File: src/rtl/uart_tx_frame.sv
`default_nettype none
// ============================================================================
//  Module      : uart_tx_frame
//  Description : UART transmitter. Serialises one byte per request as a
//                10-bit frame (start 0, 8 data bits LSB-first, stop 1), each
//                bit held for CLKS_PER_BIT clocks. Reports busy/done to the
//                host-side controller.
//  Revision    : 1.0 - initial release
// ============================================================================
module uart_tx_frame #(
    parameter int unsigned CLKS_PER_BIT = 10
) (
    input  logic       clk,
    input  logic       rst,
    input  logic       tx_start,
    input  logic [7:0] tx_data,
    output logic       serial_out,
    output logic       tx_busy,
    output logic       tx_done
);

    // Period counter is sized for 0..CLKS_PER_BIT-1; a one-bit floor keeps
    // the declaration legal even for the smallest period.
    localparam int unsigned      CNT_W         = (CLKS_PER_BIT > 2) ? $clog2(CLKS_PER_BIT) : 1;
    localparam logic [CNT_W-1:0] CNT_LAST      = CNT_W'(CLKS_PER_BIT - 1);
    localparam logic [3:0]       BIT_LAST_DATA = 4'd8;

    typedef enum logic [1:0] {
        S_IDLE  = 2'd0,
        S_START = 2'd1,
        S_DATA  = 2'd2,
        S_STOP  = 2'd3
    } state_t;

    state_t           state_q;
    logic [9:0]       shreg_q;   // frame shift register, bit 0 drives the line
    logic [CNT_W-1:0] cnt_q;     // clocks elapsed within the current bit
    logic [3:0]       bit_q;     // index of the bit on the line, 0..9
    logic             busy_q;
    logic             done_q;

    logic             w_period_end;

    assign w_period_end = (cnt_q == CNT_LAST);

    // Frame sequencer: accepts a byte in IDLE, then shifts one bit out per
    // period until the stop bit has been held for a full period.
    always_ff @(posedge clk) begin
        if (rst) begin
            state_q <= S_IDLE;
            shreg_q <= '1;
            cnt_q   <= '0;
            bit_q   <= '0;
            busy_q  <= 1'b0;
            done_q  <= 1'b0;
        end else begin
            done_q <= 1'b0;
            case (state_q)
                S_IDLE: begin
                    if (tx_start) begin
                        // Start bit lands in bit 0, so the line drops at this edge.
                        shreg_q <= {1'b1, tx_data, 1'b0};
                        cnt_q   <= '0;
                        bit_q   <= '0;
                        busy_q  <= 1'b1;
                        state_q <= S_START;
                    end
                end
                S_START, S_DATA, S_STOP: begin
                    if (w_period_end) begin
                        cnt_q   <= '0;
                        // Ones shift in at the top, so the line is already
                        // high once the whole frame has been shifted out.
                        shreg_q <= {1'b1, shreg_q[9:1]};
                        if (state_q == S_STOP) begin
                            bit_q   <= '0;
                            busy_q  <= 1'b0;
                            done_q  <= 1'b1;
                            state_q <= S_IDLE;
                        end else begin
                            bit_q <= bit_q + 4'd1;
                            if (state_q == S_START) begin
                                state_q <= S_DATA;
                            end else if (bit_q == BIT_LAST_DATA) begin
                                state_q <= S_STOP;
                            end
                        end
                    end else begin
                        cnt_q <= cnt_q + 1'b1;
                    end
                end
                default: begin
                    state_q <= S_IDLE;
                end
            endcase
        end
    end

    assign serial_out = shreg_q[0];
    assign tx_busy    = busy_q;
    assign tx_done    = done_q;

endmodule
`default_nettype wire

File: config.mk
export PLATFORM = sky130hd
export DESIGN_NAME = uart_tx_frame
export DESIGN_NICKNAME = d
export VERILOG_FILES = /design/src/rtl/uart_tx_frame.sv
export SDC_FILE = /design/constraint.sdc
export NUM_CORES = 1
export LEC_CHECK = 0
export BUFFER_PORTS_ARGS = -buffer_cell sky130_fd_sc_hd__buf_2
export CAP_MARGIN = 20
export CORE_MARGIN = 2
export CORE_UTILIZATION = 40
export DETAILED_ROUTE_END_ITERATION = 6
export PLACE_DENSITY = 0.65
export SETUP_SLACK_MARGIN = 0.4
export SLEW_MARGIN = 5
export SYNTH_ARGS = -nofsm -noshare
export SYNTH_HDL_FRONTEND = slang
export SYNTH_SLANG_ARGS = --single-unit
File: constraint.sdc
create_clock -name clk -period 1.8 [get_ports clk]
set_input_delay 0.36 -clock clk [delete_from_list [all_inputs] [get_ports clk]]
set_output_delay 0.36 -clock clk [all_outputs]
set_load 0.02 [all_outputs]
* Word level (Yosys, flattened, before mapping)
Cells that the tools add are included.
Word-level totals: flip-flop bits (word level) 22, bits in latches 0, RAM bits 0, memory bits (read-only) 0, bits of input ports 11, output and inout bits 3, word-level logic and storage cells 45, memories 0
Operators by class: add/sub/neg operators 2, $mul 0, div/mod/pow operators 0, order comparisons 0, equal/unequal tests 9, shift-type cells 0, muxes and demuxes 20, bitwise gates (word level) 2, reduce and logical (&&, ||, !) cells 6
Operators with widths (count):
- 2-to-1 mux 10 bit | 2
- one-hot mux 10 bit (2 select lines) | 1
- 2-to-1 mux 4 bit | 4
- one-hot mux 4 bit (2 select lines) | 2
- 2-to-1 mux 2 bit | 5
- adder 4 x 1 -> 4 bit, second input constant | 2
- equality test 4 bit, second input constant | 2
- inequality test 2 bit, second input constant | 3
- AND reduction 3 bit | 2
- OR reduction 3 bit | 2
- equality test 2 bit, second input constant | 2
- 2-to-1 mux 1 bit | 4
- inequality test 4 bit, second input constant | 1
- one-hot mux 2 bit (2 select lines) | 1
- equality test 2 x 1 -> 1 bit, second input constant | 1
- zero test 2 bit | 1
- NOT 1 bit | 2
- one-hot mux 1 bit (2 select lines) | 1
- AND reduction 2 bit | 1

* Logic depth before layout (Yosys ltp)
Gate-level depths: netlist (run 1).
depth in word-level cells 6, mapped depth 8, mapped depth without buffers 6

* Worst setup path before layout (run 1)
OpenSTA, ideal clock, no wires.
kind reg-to-reg, start reg state_q[0], end reg state_q[1], setup time 0.128 ns, data arrival time 1.502 ns, data required time 1.672 ns, setup slack 0.170 ns, stages on the path, launching flop included 8, buffers on the path 1, period minus slack after synthesis 1.630 ns, cell sequence dfxtp_1 inv_1 ha_1 buf_6 or3_1 o221ai_2 mux2i_1 nor2_1
On the way: word-level cells in the longest chain between the ends 5, elaborated cells between the ends (all ways) 13, those cells by class eq/ne: 6; mux: 4; reduce/logical: 3
Ends and longest elaborated chain:
- start: declaration | line 35 | state_t state_q;
- start signal: assignment | line 50 | state_q <= S_IDLE;
- start signal: assignment | line 66 | state_q <= S_START;
- start signal: assignment | line 79 | state_q <= S_IDLE;
- equality test 2 x 1 -> 1 bit | line 58, 82
- 2-to-1 mux 2 bit | line 82 | if (state_q == S_START) begin
- 2-to-1 mux 2 bit | line 75 | if (state_q == S_STOP) begin
- 2-to-1 mux 2 bit | line 70 | if (w_period_end) begin
- one-hot mux 2 bit (2 select lines) | line 58 | case (state_q)
Parallel ways exist; a longest one is shown, timed or not. The select of a mux whose other input is x is not followed. A chain may end at the register's enable or synchronous reset.

* Worst setup path after layout (run 1)
Same ends and word-level chain as after synthesis.

==> results of run 1 <==
## where the power goes
| group | internal (mW) | leakage, nW | switching, mW |
|---|---|---|---|
| Combinational | 1.13 | 0.468 | 0.883 |
| Clock | 0.0831 | 0.0177 | 0.152 |
| Sequential | 0.638 | 0.175 | 0.112 |
| Total | 1.86 | 0.661 | 1.15 |
## registers in the layout, summed over array words and instances, names as in the netlist
signal,cells
bit_q,4
cnt_q,4
tx_busy,1
tx_done,1
state_q,2
shreg_q,9
## cells by family after synthesis
group           Yosys count  synth area share (%)
simple gates             39                  18.3
buf+inv                  13                  6.34
compound gates           20                  16.5
mux                       8                  7.51
fa+ha+maj                 8                  9.39
flops                    21                  39.4
xor+xnor                  3                  2.47
## layout by cell type (no fill, tap or decap), drive strengths merged, types with 3 or more instances in the layout
master | synthesis | routed
a211o | 8 | 8
a21oi | 3 | 3
buf | 6 | 32
clkbuf | 2 | 4
dfxtp | 21 | 21
ha | 8 | 8
inv | 5 | 5
mux2i | 8 | 8
nand2 | 7 | 7
nand3 | 4 | 4
nor2 | 13 | 13
nor3 | 3 | 3
## per-layer routing
metal,vias up,wire length [um]
met5,-,0
met4,0,18
met3,2,95
met2,21,1280
met1,434,1130
li1,458,-
## critical path: cells and delay by family (launching register included)
| kind | cells | cell delay [ns] |
|---|---|---|
| and+or+nand+nor | 2 | 0.41 |
| DFF | 1 | 0.38 |
| adders and majority gates | 1 | 0.27 |
| muxes | 1 | 0.21 |
| AOI/OAI and AO/OA | 1 | 0.16 |
## worst max path at each step
| stage | startpoint | to | slack [ns] | cells after the start |
|---|---|---|---|---|
| finish | state_q[0] | state_q[1] | 0.25 | 5 |
| CTS | cnt_q[1] | state_q[1] | 0.28 | 8 |
| global placement | state_q[0] | bit_q[2] | 0.21 | 6 |
| global route | state_q[0] | state_q[1] | 0.20 | 5 |
| detailed placement | state_q[0] | bit_q[2] | 0.18 | 6 |
| floorplan | state_q[1] | state_q[1] | 0.25 | 7 |
## through the flow
step | instance area, sq um | worst slack, ns | utilization (%) | total power, mW
2_1_floorplan | 1100 | 0.247 | - | 1.65
6_report | 1550 | 0.254 | 61.8 | 3.00
4_1_cts | 1510 | 0.284 | 60.5 | 2.87
3_5_place_dp | 1170 | 0.184 | 46.7 | 1.81
5_1_grt | 1550 | 0.196 | 61.8 | 3.18
3_3_place_gp | 1170 | 0.209 | 46.7 | 1.79
## what timing repair did
item                                    in CTS  in global routing
gates resized for setup                     33                  7
cloned                                       3                  1
setup buffers                               14                  1
endpoints found under the setup margin      20                 20
pin swaps                                   13                  2
## cell type report
class / count / area share [%]
clock inverter: 1 / 0.324
clock buffer: 3 / 1.46
multi-input combinational: 79 / 46.1
timing repair buffer: 33 / 20.2
tap: 30 / 2.43
inverter: 5 / 1.54
sequential: 21 / 28.0
==> results.py, run 1 <==
metrics = {
    "placement": {
        "portBuffers": 13,
        "dp_hpwl_mm": 1.31,
        "place_congestion": 0.697,
        "dp_cells": 149,
    },
    "global_routing": {
        "grt_util_all_layers_pct": 17.1,
        "grt_max_degree": 22,
        "grt_pass1_vias": 891,
        "overflow": 0,
        "grt_antenna_before_repair": 0,
        "met1_usage_pct": 20.8,
        "grt_use_met2_pct": 28.6,
        "grt_pass1_wl_mm": 4.08,
        "busiest_layer": "met2",
        "use_met3_pct": 4.42,
    },
    "timing": {
        "finalSetupViolations": 0,
        "drv_slew": 0,
        "fin_setup_tns_ns": 0,
        "min_period_ns": 1.55,
        "relSlewSlack_pct": 70.6,
        "finClkSkew_ns": 0.0115,
        "timing.final.crit_share_pct": 85.9,
        "fmax_mhz": 647,
        "hold_violations": 0,
        "rsz0062_at_grt": "true",
        "worstMarginPinSlew_ns": 0.441,
        "fin_hold_ws_ns": 0.281,
    },
    "logic_synthesis": {
        "synth_edf_count": 0,
        "synth_top_area_cell": "dfxtp_1",
        "seq_area_frac_synth_pct": 39.4,
        "yosys.area.top_type_share_pct": 39.4,
        "syn_area_sq_um": 1070,
        "synthesis.nets": 131,
        "synth_area_leaders": "dfxtp_1 39%, ha_1 9.4%, mux2i_1 7.5%, a211o_1 6.6%, nor2_1 4.6%",
        "synthTopCellsByCount": "21 x dfxtp_1, 13 x nor2_1, 8 x a211o_1, 8 x ha_1, 8 x mux2i_1",
        "async_flop_share_pct": 0,
        "syn_inst": 112,
        "synth_top_flop_cell": "dfxtp_1",
        "ys_warn_count": 0,
        "syn_area_per_cell_sq_um": 9.52,
        "yosys_register_bits": 21,
        "synth_cell_types": 34,
        "synth.most_common_cell": "dfxtp_1",
    },
    "routing": {
        "avgRoutedWirePerCell_um": 14.6,
        "drcViolationCount": 0,
        "firstDrtPassIters": 6,
        "vias_per_cell": 5.32,
        "antenna_left": 0,
        "finalWirelength_mm": 2.52,
        "dr_total_vias": 915,
        "drt-initial-drc-count": 21,
    },
    "clock_tree": {
        "cts_tree": "done",
        "cts.path.max_buffers": 2,
        "hold_buffers": 0,
        "clock_sinks": 21,
        "clock-root-buffer": "clkbuf_4",
        "clkLatencyLatePin_ns": 0.31,
        "cts_buffers": 3,
        "cts-htree-levels": 1,
        "cts.clk_slew.worst_paths_ns": 0.13,
    },
    "die": {
        "die_w_um": 55.6,
        "die_area_sq_um": 3090,
        "num_rows": 18,
        "start_util_pct": 42.6,
        "num_io_pins": 14,
        "coreArea_sq_um": 2500,
        "die_y_um": 55.6,
    },
    "cells_and_area": {
        "num_antenna_cells": 0,
        "fillCellCount": 198,
        "drive_gt1_share_pct": 47.2,
        "nets": 162,
        "stdcell_count": 172,
        "multiInputGateArea_sq_um": 712,
        "syn_to_final_growth_pct": 45.0,
        "seq_area_sq_um": 433,
    },
    "critical_path": {
        "crit_arrival_ns": 1.75,
        "critPathMaxFanout": 5,
        "rr_worst_depth": 5,
        "r2r-end": "state_q[1]",
        "cp_cell_sequence": "ha_1, or3_4, o221ai_4, mux2i_1, nor2_1",
        "endpoint_kind": "flip-flop",
        "crit_type": "reg -> reg",
        "worstPathRequired_ns": 2.01,
        "worst_r2r_startpoint": "state_q[0]",
        "startpoint_type": "flip-flop",
        "slowest_stage": "dfxtp_4",
        "max_stage_delay_ns": 0.38,
        "r2r_slack_ns": 0.25,
    },
    "min_path": {
        "hold_path.class": "in -> reg",
        "hp-start": "tx_data[7]",
        "whs_path_depth": 3,
        "holdPathEnd": "shreg_q[8]",
    },
    "power": {
        "peakVddDrop_mv": 1.45,
        "p_leak_nw": 0.661,
        "p_per_area_nw_per_um2": 1940,
    },
    "run": {
        "drv_cap": 0,
    },
    "outcome": {
        "status": "completed",
    },
}
No activity file was read; power rests on OpenSTA's default activity.
==> inputs of run 2 (changes only) <==
CORE_UTILIZATION = 24   (was 40)
PLACE_DENSITY = 0.46   (was 0.65)
==> results.py, run 2 (synthesis gave the netlist of run 1 again) <==
metrics = {
    "clock_tree": {
        "cts_buffers": 3,
        "cts-htree-levels": 1,
        "cts.clk_slew.worst_paths_ns": 0.08,
        "cts.path.max_buffers": 2,
        "cts_tree": "done",
        "clkLatencyLatePin_ns": 0.26,
        "clock_sinks": 21,
        "hold_buffers": 0,
        "clock-root-buffer": "clkbuf_8",
    },
    "critical_path": {
        "critPathMaxFanout": 5,
        "endpoint_kind": "flip-flop",
        "rr_worst_depth": 7,
        "crit_arrival_ns": 1.75,
        "cp_num_buf_inv": 2,
        "path_delay_family": "compound AO/OA/AOI/OAI gates",
        "path_depth": 7,
        "slowest_stage": "dfxtp_2",
        "max_stage_delay_ns": 0.34,
        "crit_type": "reg -> reg",
        "cp_cell_sequence": "inv_2, ha_4, and3b_2, o21ai_4, clkbuf_16, nor2_2, a211o_1",
        "startpoint_type": "flip-flop",
        "worstPathRequired_ns": 1.95,
    },
    "timing": {
        "drv_slew": 0,
        "min_period_ns": 1.60,
        "finClkSkew_ns": 0.00229,
        "finalSetupViolations": 0,
        "rsz0062_at_grt": "true",
        "timing.final.crit_share_pct": 88.9,
        "fmax_mhz": 625,
        "fin_setup_tns_ns": 0,
        "worstMarginPinSlew_ns": 0.459,
        "hold_violations": 0,
        "fin_ws_ns": 0.200,
        "relSlewSlack_pct": 69.4,
    },
    "routing": {
        "vias_per_cell": 4.75,
        "drcViolationCount": 0,
        "finalWirelength_mm": 2.63,
        "firstDrtPassIters": 4,
        "avgRoutedWirePerCell_um": 13.6,
        "antenna_left": 0,
        "dr_total_vias": 916,
        "drt-initial-drc-count": 33,
    },
    "cells_and_area": {
        "top_regs": "shreg_q (9), bit_q (4), cnt_q (4)",
        "num_antenna_cells": 0,
        "nets": 161,
        "final_common_cell": "dfxtp_1",
        "largest_reg_flops": 9,
        "fillCellCount": 446,
        "final_cell_mix": "17 x dfxtp_1, 14 x buf_2, 10 x buf_4",
        "regMostFlops": "shreg_q",
        "drive_gt1_share_pct": 46.1,
        "syn_to_final_growth_pct": 45.7,
    },
    "power": {
        "p_per_area_nw_per_um2": 1960,
        "total_power_mw": 3.05,
        "p_int_mw": 1.90,
        "p_leak_nw": 0.650,
        "swShare_pct": 37.7,
        "comb_power_share_pct": 65.5,
        "seqPwrFrac_pct": 24.3,
        "p_switching_mw": 1.15,
        "clkPwrFrac_pct": 10.2,
        "peakVddDrop_mv": 0.780,
    },
    "die": {
        "num_rows": 24,
        "num_io_pins": 14,
        "die_w_um": 70.6,
        "coreArea_sq_um": 4320,
        "start_util_pct": 24.7,
        "die_y_um": 70.6,
        "die_area_sq_um": 4990,
    },
    "global_routing": {
        "grt_max_degree": 22,
        "use_met3_pct": 2.56,
        "grt_util_all_layers_pct": 10.3,
        "overflow": 0,
        "met1_usage_pct": 11.8,
        "grt_pass1_wl_mm": 4.19,
        "grt_antenna_before_repair": 0,
        "grt_use_met2_pct": 18.1,
        "busiest_layer": "met2",
        "grt_pass1_vias": 932,
    },
    "placement": {
        "post-place-ws_ns": 0.169,
        "dp_hpwl_mm": 1.43,
        "portBuffers": 13,
        "place_congestion": 0.726,
    },
    "run": {
        "drv_cap": 0,
    },
    "min_path": {
        "hold_path.class": "in -> reg",
        "whs_path_depth": 3,
    },
    "outcome": {
        "status": "completed",
    },
}
[run 2: changes by cell type in the layout (fill, tap and decap cells not counted), moves of 2 or more]
cell and delta:
buf_6 -2, clkbuf_4 -3, clkbuf_8 +3, nand2_2 +2
[run 2: timing repair]
action,CTS,global route
cloned,2,1
setup endpoints to repair,20,20
pin swaps,12,12
gates resized for setup,18,16
buffers inserted,15,0
endpoints found under the hold margin,0,0
[run 2: path summary, 6_finish.rpt]
kind / startpoint / end / slack [ns]
worst max-delay path: cnt_q[1] / shreg_q[1] / 0.20
worst min-delay path: tx_data[7] / shreg_q[8] / 0.33
worst max register to register: cnt_q[1] / shreg_q[1] / 0.20
worst min register to register: shreg_q[0] / shreg_q[0] / 0.46
[run 2: cell type report]
cell class                 count  area [sq um]  share of cell area, %
multi-input combinational     78           687                   44.2
sequential                    21           430                   27.7
timing repair buffer          33           302                   19.4
tap                           52          65.1                   4.19
clock buffer                   4          45.0                   2.90
inverter                       5          23.8                   1.53
[run 2: worst min-delay path, cell delays in order]
cell	delay, ns
buf_2	0.09
o22ai_2	0.05
nand2b_1	0.06
[run 2: through the flow]
stage	std cells	instance area, sq um	hold WS (ns)	util [%]
detailed placement	171	1190	0.442	27.6
floorplan	112	1100	0.427	-
global placement	171	1190	0.439	27.6
global route	193	1550	0.346	35.9
CTS	192	1470	0.318	34.1
finish	193	1550	0.334	35.9
[run 2: power by group through the flow]
| stage | Sequential, mW | Combinational (mW) | Clock [mW] |
|---|---|---|---|
| final | 0.741 | 2.00 | 0.310 |
| after global routing | 0.763 | 2.13 | 0.346 |
| after CTS | 0.731 | 1.74 | 0.322 |
| after detailed placement | 0.736 | 1.09 | 0 |
| after global placement | 0.731 | 1.07 | 0 |
| after floorplan | 0.740 | 0.914 | 0 |
[run 2: per-layer routing]
layer	routed length, um	part of all wire [%]
met5	0	0
met4	75	2.9
met3	118	4.5
met2	1270	48
met1	1160	44
==> inputs of run 3 (changes only) <==
REMOVE_ABC_BUFFERS = 1   (was unset)
==> results.py, run 3 (synthesis gave the netlist of run 1 again) <==
metrics = {
    "critical_path": {
        "critPathMaxFanout": 5,
        "rr_worst_depth": 6,
        "crit_arrival_ns": 1.69,
        "r2r-end": "state_q[1]",
        "r2r_slack_ns": 0.25,
        "endpoint_kind": "flip-flop",
        "crit_end": "state_q[1]",
        "startpoint_type": "flip-flop",
        "worstPathRequired_ns": 1.94,
        "crit_type": "reg -> reg",
        "worst_r2r_startpoint": "state_q[0]",
        "cp-startpoint": "state_q[0]",
    },
    "timing": {
        "rsz0062_at_grt": "true",
        "min_period_ns": 1.55,
        "fin_setup_tns_ns": 0,
        "finalSetupViolations": 0,
        "relSlewSlack_pct": 69.5,
        "hold_violations": 0,
        "finClkSkew_ns": 0.000694,
        "timing.final.crit_share_pct": 85.8,
        "worstMarginPinSlew_ns": 0.457,
        "drv_slew": 0,
        "fmax_mhz": 647,
        "fin_ws_ns": 0.255,
    },
    "power": {
        "total_power_mw": 2.87,
        "clkPwrFrac_pct": 10.9,
        "p_int_mw": 1.83,
        "p_leak_nw": 0.658,
        "p_per_area_nw_per_um2": 1870,
        "peakVddDrop_mv": 1.04,
        "p_switching_mw": 1.04,
        "swShare_pct": 36.2,
        "comb_power_share_pct": 63.3,
        "seqPwrFrac_pct": 25.8,
    },
    "cells_and_area": {
        "drive_gt1_share_pct": 43.0,
        "stdcell_area_sq_um": 1530,
        "top_regs": "shreg_q (9), bit_q (4), cnt_q (4)",
        "num_antenna_cells": 0,
        "fillCellCount": 457,
        "syn_to_final_growth_pct": 43.7,
        "regMostFlops": "shreg_q",
        "final_cell_mix": "17 x dfxtp_1, 14 x buf_4, 13 x nor2_1, 13 x buf_2",
        "largest_reg_flops": 9,
        "final_common_cell": "dfxtp_1",
        "final_util_pct": 35.4,
        "nets": 162,
    },
    "run": {
        "drv_cap": 0,
    },
    "routing": {
        "finalWirelength_mm": 2.36,
        "avgRoutedWirePerCell_um": 12.2,
        "vias_per_cell": 4.65,
        "dr_total_vias": 903,
        "antenna_left": 0,
        "drcViolationCount": 0,
        "drt-initial-drc-count": 12,
        "firstDrtPassIters": 4,
    },
    "clock_tree": {
        "cts_tree": "done",
        "cts.path.max_buffers": 2,
        "hold_buffers": 0,
        "cts-htree-levels": 1,
        "clock_sinks": 21,
        "clkLatencyLatePin_ns": 0.26,
        "cts_buffers": 3,
        "cts.clk_slew.worst_paths_ns": 0.07,
        "clock-root-buffer": "clkbuf_8",
    },
    "placement": {
        "dpl_cell_area_sq_um": 1200,
        "post-place-ws_ns": 0.0884,
        "place_congestion": 0.697,
        "dp_hpwl_mm": 1.53,
        "portBuffers": 13,
    },
    "die": {
        "die_area_sq_um": 4990,
        "start_util_pct": 24.7,
        "coreArea_sq_um": 4320,
        "die_w_um": 70.6,
        "num_rows": 24,
        "die_y_um": 70.6,
        "num_io_pins": 14,
    },
    "global_routing": {
        "grt_pass1_vias": 895,
        "met1_usage_pct": 10.7,
        "grt_use_met2_pct": 17.9,
        "use_met3_pct": 2.14,
        "grt_pass1_wl_mm": 3.89,
        "grt_antenna_before_repair": 0,
        "overflow": 0,
        "grt_max_degree": 22,
        "grt_util_all_layers_pct": 9.86,
        "busiest_layer": "met2",
    },
    "outcome": {
        "status": "completed",
    },
    "min_path": {
        "hold_path.class": "in -> reg",
    },
}
==> run 3: power groups by stage <==
| stage | Combinational (mW) | Sequential [mW] | Clock (mW) |
|---|---|---|---|
| after floorplan | 0.750 | 0.729 | 0 |
| after global placement | 1.12 | 0.717 | 0 |
| after detailed placement | 1.15 | 0.727 | 0 |
| after CTS | 1.59 | 0.732 | 0.331 |
| after global routing | 1.96 | 0.761 | 0.352 |
| final | 1.82 | 0.741 | 0.313 |
==> run 3: worst min path at each step <==
stage,from,end,slack (ns),depth (start not counted)
after detailed placement,shreg_q[0],shreg_q[0],0.45,1
after floorplan,rst,cnt_q[1],0.42,1
final,tx_data[7],shreg_q[8],0.32,3
after CTS,tx_data[7],shreg_q[8],0.32,3
after global routing,tx_data[7],shreg_q[8],0.32,3
after global placement,shreg_q[1],shreg_q[1],0.43,1
==> run 3: per-layer routing <==
| metal | up-vias | part of all wire (%) |
|---|---|---|
| met5 | - | 0 |
| met4 | 0 | 1.9 |
| met1 | 426 | 43 |
| met2 | 17 | 51 |
| li1 | 455 | - |
| met3 | 5 | 3.6 |
==> run 3: critical path, stage by stage (launching register included) <==
cell,delay [ns]
dfxtp_4,0.38
inv_4,0.05
ha_4,0.17
or3_4,0.39
o221ai_4,0.16
mux2i_1,0.23
nor2_1,0.05
==> run 3: cell type report <==
type | instances | area, sq um | area share, %
Clock buffer | 4 | 45.0 | 2.94
Inverter | 5 | 23.8 | 1.55
Multi-Input combinational cell | 78 | 688 | 44.9
Sequential cell | 21 | 430 | 28.1
Tap cell | 52 | 65.1 | 4.25
Timing Repair Buffer | 34 | 279 | 18.2
==> run 3: through the flow <==
stage / hold slack, ns / instances
after floorplan: 0.424 / 104
after global placement: 0.435 / 175
after detailed placement: 0.446 / 175
after CTS: 0.319 / 188
after global routing: 0.322 / 194
final: 0.319 / 194
==> run 3: timing repair <==
action,in CTS,in global routing
setup endpoints to repair,20,20
resized for setup,23,13
buffers inserted,8,6
pin swaps,7,9
gates cloned,1,0
